--- config.mk ---
export PLATFORM = sky130hd
export DESIGN_NAME = keypad_digit_display
export DESIGN_NICKNAME = d
export VERILOG_FILES = /design/src/rtl/keypad_digit_display.sv
export SDC_FILE = /design/constraint.sdc
export NUM_CORES = 1
export LEC_CHECK = 0
export ABC_AREA = 1
export CAP_MARGIN = 40
export CORE_MARGIN = 10
export CORE_UTILIZATION = 35
export DETAILED_ROUTE_END_ITERATION = 10
export GPL_ROUTABILITY_DRIVEN = 0
export GPL_TIMING_DRIVEN = 0
export MAX_ROUTING_LAYER = met4
export PLACE_DENSITY_LB_ADDON = 0.2
export SYNTH_ARGS = -nofsm -noshare
export SYNTH_HDL_FRONTEND = slang
export SYNTH_SLANG_ARGS = --single-unit
--- constraint.sdc ---
create_clock -name clk -period 1.9 [get_ports clk]
set_input_delay 0.38 -clock clk [delete_from_list [all_inputs] [get_ports clk]]
set_output_delay 0.38 -clock clk [all_outputs]
set_load 0.01 [all_outputs]
--- src/rtl/keypad_digit_display.sv ---
// keypad_digit_display
// Decodes one-hot row/column key events from keypad_scan into hex values,
// keeps a two-digit history (newest on the right), and time-multiplexes
// both digits onto a dual common-anode seven-segment display with a
// blanking gap between digits to suppress ghosting.
//
// Optional feature macro: KEYPAD_LEADING_BLANK_EN
//   When defined, the left digit stays dark until two keys have been
//   accepted since reset, so the power-on "0" never shows on the left.
//   When undefined, the left digit is always lit during its phase.

module keypad_digit_display #(
    parameter int MUX_CYCLES   = 2400,
    parameter int BLANK_CYCLES = 16
) (
    input  logic       clk,
    input  logic       reset,
    input  logic [3:0] rows,
    input  logic [3:0] col,
    input  logic       num_new,
    output logic [6:0] seg,
    output logic [1:0] an,
    output logic [3:0] digit_right,
    output logic [3:0] digit_left
);

    localparam int MAX_CYCLES = (MUX_CYCLES > BLANK_CYCLES) ? MUX_CYCLES : BLANK_CYCLES;
    localparam int CNT_W      = $clog2(MAX_CYCLES);

    localparam logic [CNT_W-1:0] MUX_LOAD   = CNT_W'(MUX_CYCLES - 1);
    localparam logic [CNT_W-1:0] BLANK_LOAD = CNT_W'(BLANK_CYCLES - 1);

    localparam logic [6:0] SEG_OFF = 7'b1111111;

    typedef enum logic [1:0] {
        BLANK_LR = 2'd0,
        SHOW_R   = 2'd1,
        BLANK_RL = 2'd2,
        SHOW_L   = 2'd3
    } state_t;

    // True when exactly one bit of a 4-bit vector is set.
    function automatic logic is_onehot(input logic [3:0] v);
        return (v != 4'd0) && ((v & (v - 4'd1)) == 4'd0);
    endfunction

    // Bit position of a one-hot vector; only meaningful when is_onehot().
    function automatic logic [1:0] onehot_idx(input logic [3:0] v);
        case (v)
            4'b0010: return 2'd1;
            4'b0100: return 2'd2;
            4'b1000: return 2'd3;
            default: return 2'd0;
        endcase
    endfunction

    // Keypad layout, indexed by {row, column}.
    function automatic logic [3:0] key_decode(input logic [1:0] r, input logic [1:0] c);
        case ({r, c})
            4'h0: return 4'h1;
            4'h1: return 4'h2;
            4'h2: return 4'h3;
            4'h3: return 4'hA;
            4'h4: return 4'h4;
            4'h5: return 4'h5;
            4'h6: return 4'h6;
            4'h7: return 4'hB;
            4'h8: return 4'h7;
            4'h9: return 4'h8;
            4'hA: return 4'h9;
            4'hB: return 4'hC;
            4'hC: return 4'hE;
            4'hD: return 4'h0;
            4'hE: return 4'hF;
            default: return 4'hD;
        endcase
    endfunction

    // Active-low {g,f,e,d,c,b,a} glyphs for hex 0-F.
    function automatic logic [6:0] seg_encode(input logic [3:0] d);
        case (d)
            4'h0: return 7'b1000000;
            4'h1: return 7'b1111001;
            4'h2: return 7'b0100100;
            4'h3: return 7'b0110000;
            4'h4: return 7'b0011001;
            4'h5: return 7'b0010010;
            4'h6: return 7'b0000010;
            4'h7: return 7'b1111000;
            4'h8: return 7'b0000000;
            4'h9: return 7'b0010000;
            4'hA: return 7'b0001000;
            4'hB: return 7'b0000011;
            4'hC: return 7'b1000110;
            4'hD: return 7'b0100001;
            4'hE: return 7'b0000110;
            default: return 7'b0001110;
        endcase
    endfunction

    state_t           r_state;
    state_t           w_state_next;
    logic [CNT_W-1:0] r_cnt;
    logic [CNT_W-1:0] w_cnt_next;
    logic [3:0]       r_digit_right;
    logic [3:0]       r_digit_left;
    logic [6:0]       r_seg;
    logic [1:0]       r_an;
    logic [6:0]       w_seg_next;
    logic [1:0]       w_an_next;
    logic             w_accept;
    logic [3:0]       w_key;
    logic             w_left_en;

    // A press counts only if both row and column are unambiguous.
    assign w_accept = num_new & is_onehot(rows) & is_onehot(col);
    assign w_key    = key_decode(onehot_idx(rows), onehot_idx(col));

    // Shift the accepted key into the two-digit history.
    // NOTE: sequential state uses non-blocking assignments so every register
    // samples pre-edge values; the left digit must capture the old right digit.
    always_ff @(posedge clk or negedge reset) begin
        if (!reset) begin
            r_digit_right <= 4'h0;
            r_digit_left  <= 4'h0;
        end else if (w_accept) begin
            r_digit_left  <= r_digit_right;
            r_digit_right <= w_key;
        end
    end

`ifdef KEYPAD_LEADING_BLANK_EN
    logic [1:0] r_press_cnt;

    // Saturating count of accepted presses; the left digit lights from 2 on.
    always_ff @(posedge clk or negedge reset) begin
        if (!reset) begin
            r_press_cnt <= 2'd0;
        end else if (w_accept && (r_press_cnt != 2'd3)) begin
            r_press_cnt <= r_press_cnt + 2'd1;
        end
    end

    assign w_left_en = r_press_cnt[1];
`else
    assign w_left_en = 1'b1;
`endif

    // State register and shared phase down-counter.
    always_ff @(posedge clk or negedge reset) begin
        if (!reset) begin
            r_state <= BLANK_LR;
            r_cnt   <= BLANK_LOAD;
        end else begin
            r_state <= w_state_next;
            r_cnt   <= w_cnt_next;
        end
    end

    // Next state: count down, advance and reload when the counter hits zero.
    // NOTE: every comb output gets a default first so no path leaves it
    // unassigned, which would otherwise infer a latch.
    always_comb begin
        w_state_next = r_state;
        w_cnt_next   = r_cnt - CNT_W'(1);
        if (r_cnt == '0) begin
            case (r_state)
                BLANK_LR: begin w_state_next = SHOW_R;   w_cnt_next = MUX_LOAD;   end
                SHOW_R:   begin w_state_next = BLANK_RL; w_cnt_next = BLANK_LOAD; end
                BLANK_RL: begin w_state_next = SHOW_L;   w_cnt_next = MUX_LOAD;   end
                default:  begin w_state_next = BLANK_LR; w_cnt_next = BLANK_LOAD; end
            endcase
        end
    end

    // Output decode: anode and glyph for the current phase.
    always_comb begin
        w_an_next  = 2'b11;
        w_seg_next = SEG_OFF;
        case (r_state)
            SHOW_R: begin
                w_an_next  = 2'b10;
                w_seg_next = seg_encode(r_digit_right);
            end
            SHOW_L: begin
                if (w_left_en) begin
                    w_an_next  = 2'b01;
                    w_seg_next = seg_encode(r_digit_left);
                end
            end
            default: ;
        endcase
    end

    // Register display drive so the pins are glitch-free.
    always_ff @(posedge clk or negedge reset) begin
        if (!reset) begin
            r_an  <= 2'b11;
            r_seg <= SEG_OFF;
        end else begin
            r_an  <= w_an_next;
            r_seg <= w_seg_next;
        end
    end

    assign seg         = r_seg;
    assign an          = r_an;
    assign digit_right = r_digit_right;
    assign digit_left  = r_digit_left;

endmodule

======== After elaboration in Yosys (flattened, before gate mapping) ========
Memory sizes are Yosys's and may differ from the RTL's. A register that Yosys moved wholly into a read port is not among the register bits.
Cells that the tools add are included.
cells by class
  add/subtract/negate cells ............... 3
  multiply operators ...................... 0
  divide/modulo/power cells ............... 0
  order comparisons ....................... 0
  eq/ne operators ......................... 9
  shift-type cells ........................ 0
  mux-type cells .......................... 7
  bitwise logic cells ..................... 4
  reductions and logical operators ........ 10
operator list
  kind                   number
  $mux 12                2
  $pmux 2 s3             3
  $pmux 7 s2             1
  $logic_not 12->1       1
  $sub 12x1->12 const B  1
  $and 4x4->4            2
  $eq 4x2->1 const B     2
  $eq 4x3->1 const B     2
  $eq 4x4->1 const B     2
  $logic_not 4->1        2
  $reduce_bool 4->1      2
  $sub 4x1->4 const B    2
  $eq 2x2->1 const B     2
  $pmux 2 s2             1
  $and 1x1->1            2
  $eq 2x1->1 const B     1
  $logic_and 1x1->1      2
  $logic_not 2->1        1
  $reduce_or 2->1        1
  $logic_not 1->1        1
storage, ports and cells
  flip-flop bits (word level) ............. 27
  bits in latches ......................... 0
  memory bits (writable) .................. 0
  memory bits (read-only) ................. 288
  input port bits ......................... 11
  output and inout bits ................... 17
  word-level logic and storage cells ...... 41
  memories kept ........................... 3
memories
  memory           words  width  read ports  clocked after memory_dff  wr ports  RTL line  text
  (no name shown)  16     7      1           0                         0         81        case (d)
  (no name shown)  16     7      1           0                         0         81
  (no name shown)  16     4      1           1                         0         59        case ({r, c})

======== Logic depth before layout (Yosys ltp) ========
  depth after elaboration ................. 6
  gate-level depth with buffers ........... 11
  gate-level depth less buffers ........... 11

======== Least setup slack after synthesis ========
OpenSTA, ideal clock, no wires.
  path type ............................... register -> register
  start ................................... register r_state[1]
  end ..................................... register r_seg[5], in the netlist seg[5]
  library setup time ...................... 91 ps
  arrival ................................. 1337 ps
  data required time ...................... 1809 ps
  path slack .............................. 472 ps
  stages on the path, launching flop included .. 7
  path buffers ............................ 1
  cell sequence ........................... dfrtp_1 > inv_1 > ha_1 > or2_2 > clkbuf_1 > a21boi_1 > o31ai_1
on the way
  cells in the longest elaborated chain, start to end .. 2
  elaborated cells between the ends (all ways) .. 3
  those cells by class .................... eq/ne (2); mux (1)
ends and longest elaborated chain
  item                                      RTL line  text
  start, declared                           101       state_t r_state;
  start signal, assigned                    155       r_state <= w_state_next;
  $eq 2x2->1 or $eq 2x1->1 (tied branches)  180       case (r_state)
  $pmux 7 s2 *                              180
  named net w_seg_next[5]                   109       logic [6:0] w_seg_next;
  end signal, assigned                      202       r_seg <= w_seg_next;
  end, declared                             107       logic [6:0] r_seg;
Mark *: on every way through the listed nets, which the timed path passes. The rest lies on a longest branch.
A chain may end at the register's enable or synchronous reset.

======== Worst setup path after layout ========
  start ................................... register r_digit_right[3], in the netlist digit_right[3]
  end ..................................... output digit_right[3]
RTL lines
  item             RTL line  text
  start, declared  105       logic [3:0] r_digit_right;
  end, declared    23        output logic [3:0] digit_right,
No word-level cell between the ends.

==> impl_metrics.ini <==
[sta]
post-route-min-period_ns = 1.785
rsz0062_at_grt = false
whs_ns = 0.1300
fin_crit_sh_pct = 93.93
finalClockSkew_ns = 0.01005
max-slew-margin-rel_pct = 53.96
drv_slew = 0
hold_viol = 0
tns_ns = 0
worst_slew_pin_slew_ns = 0.6906
layout_setup_ws_ns = 0.1153
clock.fmax_ghz = 0.5603
setup_violations = 0

[critical_path]
cp_data_required_time_ns = 1.52
critPathArrivalTime_ns = 1.40
ff2ff_setup_slack_ns = 0.17
endpoint_kind = output port
cp_top_family = buffers and inverters
critical_path_class = flip-flop to output port
max_stage_delay_ns = 0.61
critPathLaunchType = flip-flop
critPathBufInv = 1
cpMaxStageDelayCell = clkdlybuf4s50_1
cp_cell_sequence = clkdlybuf4s50_1
cp_max_fo = 7

[drt]
avgRoutedWirePerCell_um = 11.12
dr.pass1.iters = 4
drc = 0
drt_iter0_markers = 79
drt-total-wl_um = 4692
antenna_left = 0
num_vias = 1976
viasPerCell = 4.682

[power]
power_w = 0.002409
swShare_pct = 32.60
vdd_drop_max_mv = 0.3425
seqPwrFrac_pct = 37.0
power_density_nw_per_um2 = 852.2
pwr-share-clk_pct = 28.1
p_int_w = 0.001624
p_leak_nw = 1.422
p_sw_w = 0.0007853
power_frac_comb_pct = 34.9

[yosys]
avgSynthCellArea_um2 = 7.564
yosysTopAreaCellShare_pct = 19.21
synth_area_um2 = 2345
synth_edf_count = 0
synth_nets = 348
synth-async-reset-ratio_pct = 100.0
ys_ff_latch = 31
synthCells = 310
synth_top_area_cell = dfrtp_1
yosys_most_used_dff = dfrtp_1
yosysWarnings = 0
seq_area_frac_synth_pct = 33.78
synth_area_leaders = dfrtp_1 19%, dfstp_2 15%, ha_1 14%
synth_cell_types = 34

[layout]
layout-drive-gt1-share_pct = 16.52
fillers = 651
fin_nets = 382
fin_cells = 422
syn2layout_area_growth_pct = 20.54
antenna_cells = 0

[grt]
grt_pass1_wl_um = 8507
antenna_found_initial = 0
first_global_vias = 1905
grt_overflow = 0
grt_start_max_net_pins = 32
grt_usage_pct = 10.22

[clock_network]
cts.htree.levels = 2
cts_root_buf = clkbuf_8
insertion_delay_ns = 0.29
clkSinkCount = 31
cts_tree = done
postCtsSetupBuffers = 0
cts_buffer_depth = 2
clkSlewWorstSetupHoldPaths_ns = 0.07
cts_resized = 0
cts_buffers = 5
holdBufCountCts = 0

[die]
die_y_um = 101.9
die_area_um2 = 10370
fp.dieW_um = 101.9
start_util_pct = 36.51
rows = 29
core_region_area_um2 = 6422
ios = 28

[hold_path]
min_path_type = primary input to asynchronous set/reset pin

[placed_design]
place_ws_ns = -0.1778
port-buffer-count = 27
post-dp-hpwl_um = 3669
dp.cells = 414

[run_status]
status = completed

[job]
maxCapViolCount = 0
## final cells by class
class                      count  area (um2)  area share [%]
clock buffer                   6       82.58           2.922
clock inverter                 2       35.03           1.239
inverter                      41       153.9           5.445
multi-input combinational    233        1371           48.52
timing repair buffer          27       265.3           9.385
buffer                         5       30.03           1.062
tap                           77       96.34           3.409
sequential                    31       792.0           28.02
## flip-flops by register name (all words and copies together), names as in the netlist
name / cells
r_state: 2
digit_left: 4
an: 2
seg: 7
digit_right: 4
r_cnt: 12
## cell usage after synthesis (2+ instances only)
cell type and instances:
a21oi_1 10, buf_2 2, dfrtp_1 18, dfstp_2 13, ha_1 27, inv_1 36
inv_2 5, nand2_1 78, nand2_2 6, nand3_1 30, nand4_1 2, nor2_1 28
nor2_2 6, nor2_4 3, nor3_1 2, o211ai_1 3, o21ai_0 14, o21ai_1 2
o21ai_2 5, or2_2 2, xnor2_1 3, xor2_1 3
## through the flow
stage / area (um2) / utilization (%)
after floorplan: 2345 / -
after global placement: 2711 / 42.22
after detailed placement: 2706 / 42.14
after CTS: 2824 / 43.97
after global routing: 2826 / 44.01
final: 2826 / 44.01
## layer usage
layer | track usage [%] | vias up | share of wire [%]
li1 | - | 1051 | -
met1 | 12.74 | 871 | 49
met2 | 15.51 | 44 | 43
met3 | 2.564 | 10 | 5.8
met4 | 4.121 | 0 | 2.0
met5 | - | - | 0
## logic make-up (layout without fill, tap and decap cells)
logic type	after synthesis	after routing	synth area share, %
AND/OR/NAND/NOR	163	163	32.34
buffers and inverters	46	81	7.844
AO/OA/AOI/OAI	37	37	9.392
flip-flops	31	31	33.78
adder cells (fa/ha/maj)	27	27	14.41
XOR/XNOR	6	6	2.242
## path summary, 6_finish.rpt
kind,start,endpoint,cells after the start
max,digit_right[3]$_DFFE_PN0P_,digit_right[3],1
min,reset,digit_left[2]$_DFFE_PN0P_,1
max reg2reg,r_state[1]$_DFFE_PN0P_,seg[5]$_DFF_PN1_,6
min reg2reg,r_cnt[0]$_DFF_PN1_,r_cnt[0]$_DFF_PN1_,1
max in group asynchronous,reset,r_cnt[11]$_DFF_PN0_,1
min in group clk,r_cnt[0]$_DFF_PN1_,r_cnt[0]$_DFF_PN1_,1
## power groups by stage
stage	sequential, W	combinational [W]	clock (W)
5_1_grt	0.000910	0.000960	0.000720
3_5_place_dp	0.000904	0.000848	0
2_1_floorplan	0.000948	0.000435	0
4_1_cts	0.000893	0.000852	0.000699
3_3_place_gp	0.000904	0.000847	0
6_report	0.000891	0.000841	0.000677
## placed cells by master, fill, tap and decap left out, types with 3 or more instances in the layout
cell type,n
nor2_4,3
nor2_1,27
nand2_2,6
xor2_1,3
nor2_2,7
inv_1,36
clkdlybuf4s50_1,26
o21ai_0,14
nand3_1,30
dfstp_2,13
clkbuf_8,6
buf_2,3
nand2_1,78
inv_2,5
xnor2_1,3
a21oi_1,10
dfrtp_1,18
o21ai_2,5
o211ai_1,3
ha_1,27
Note: power is estimated with default switching activity, not from simulation.
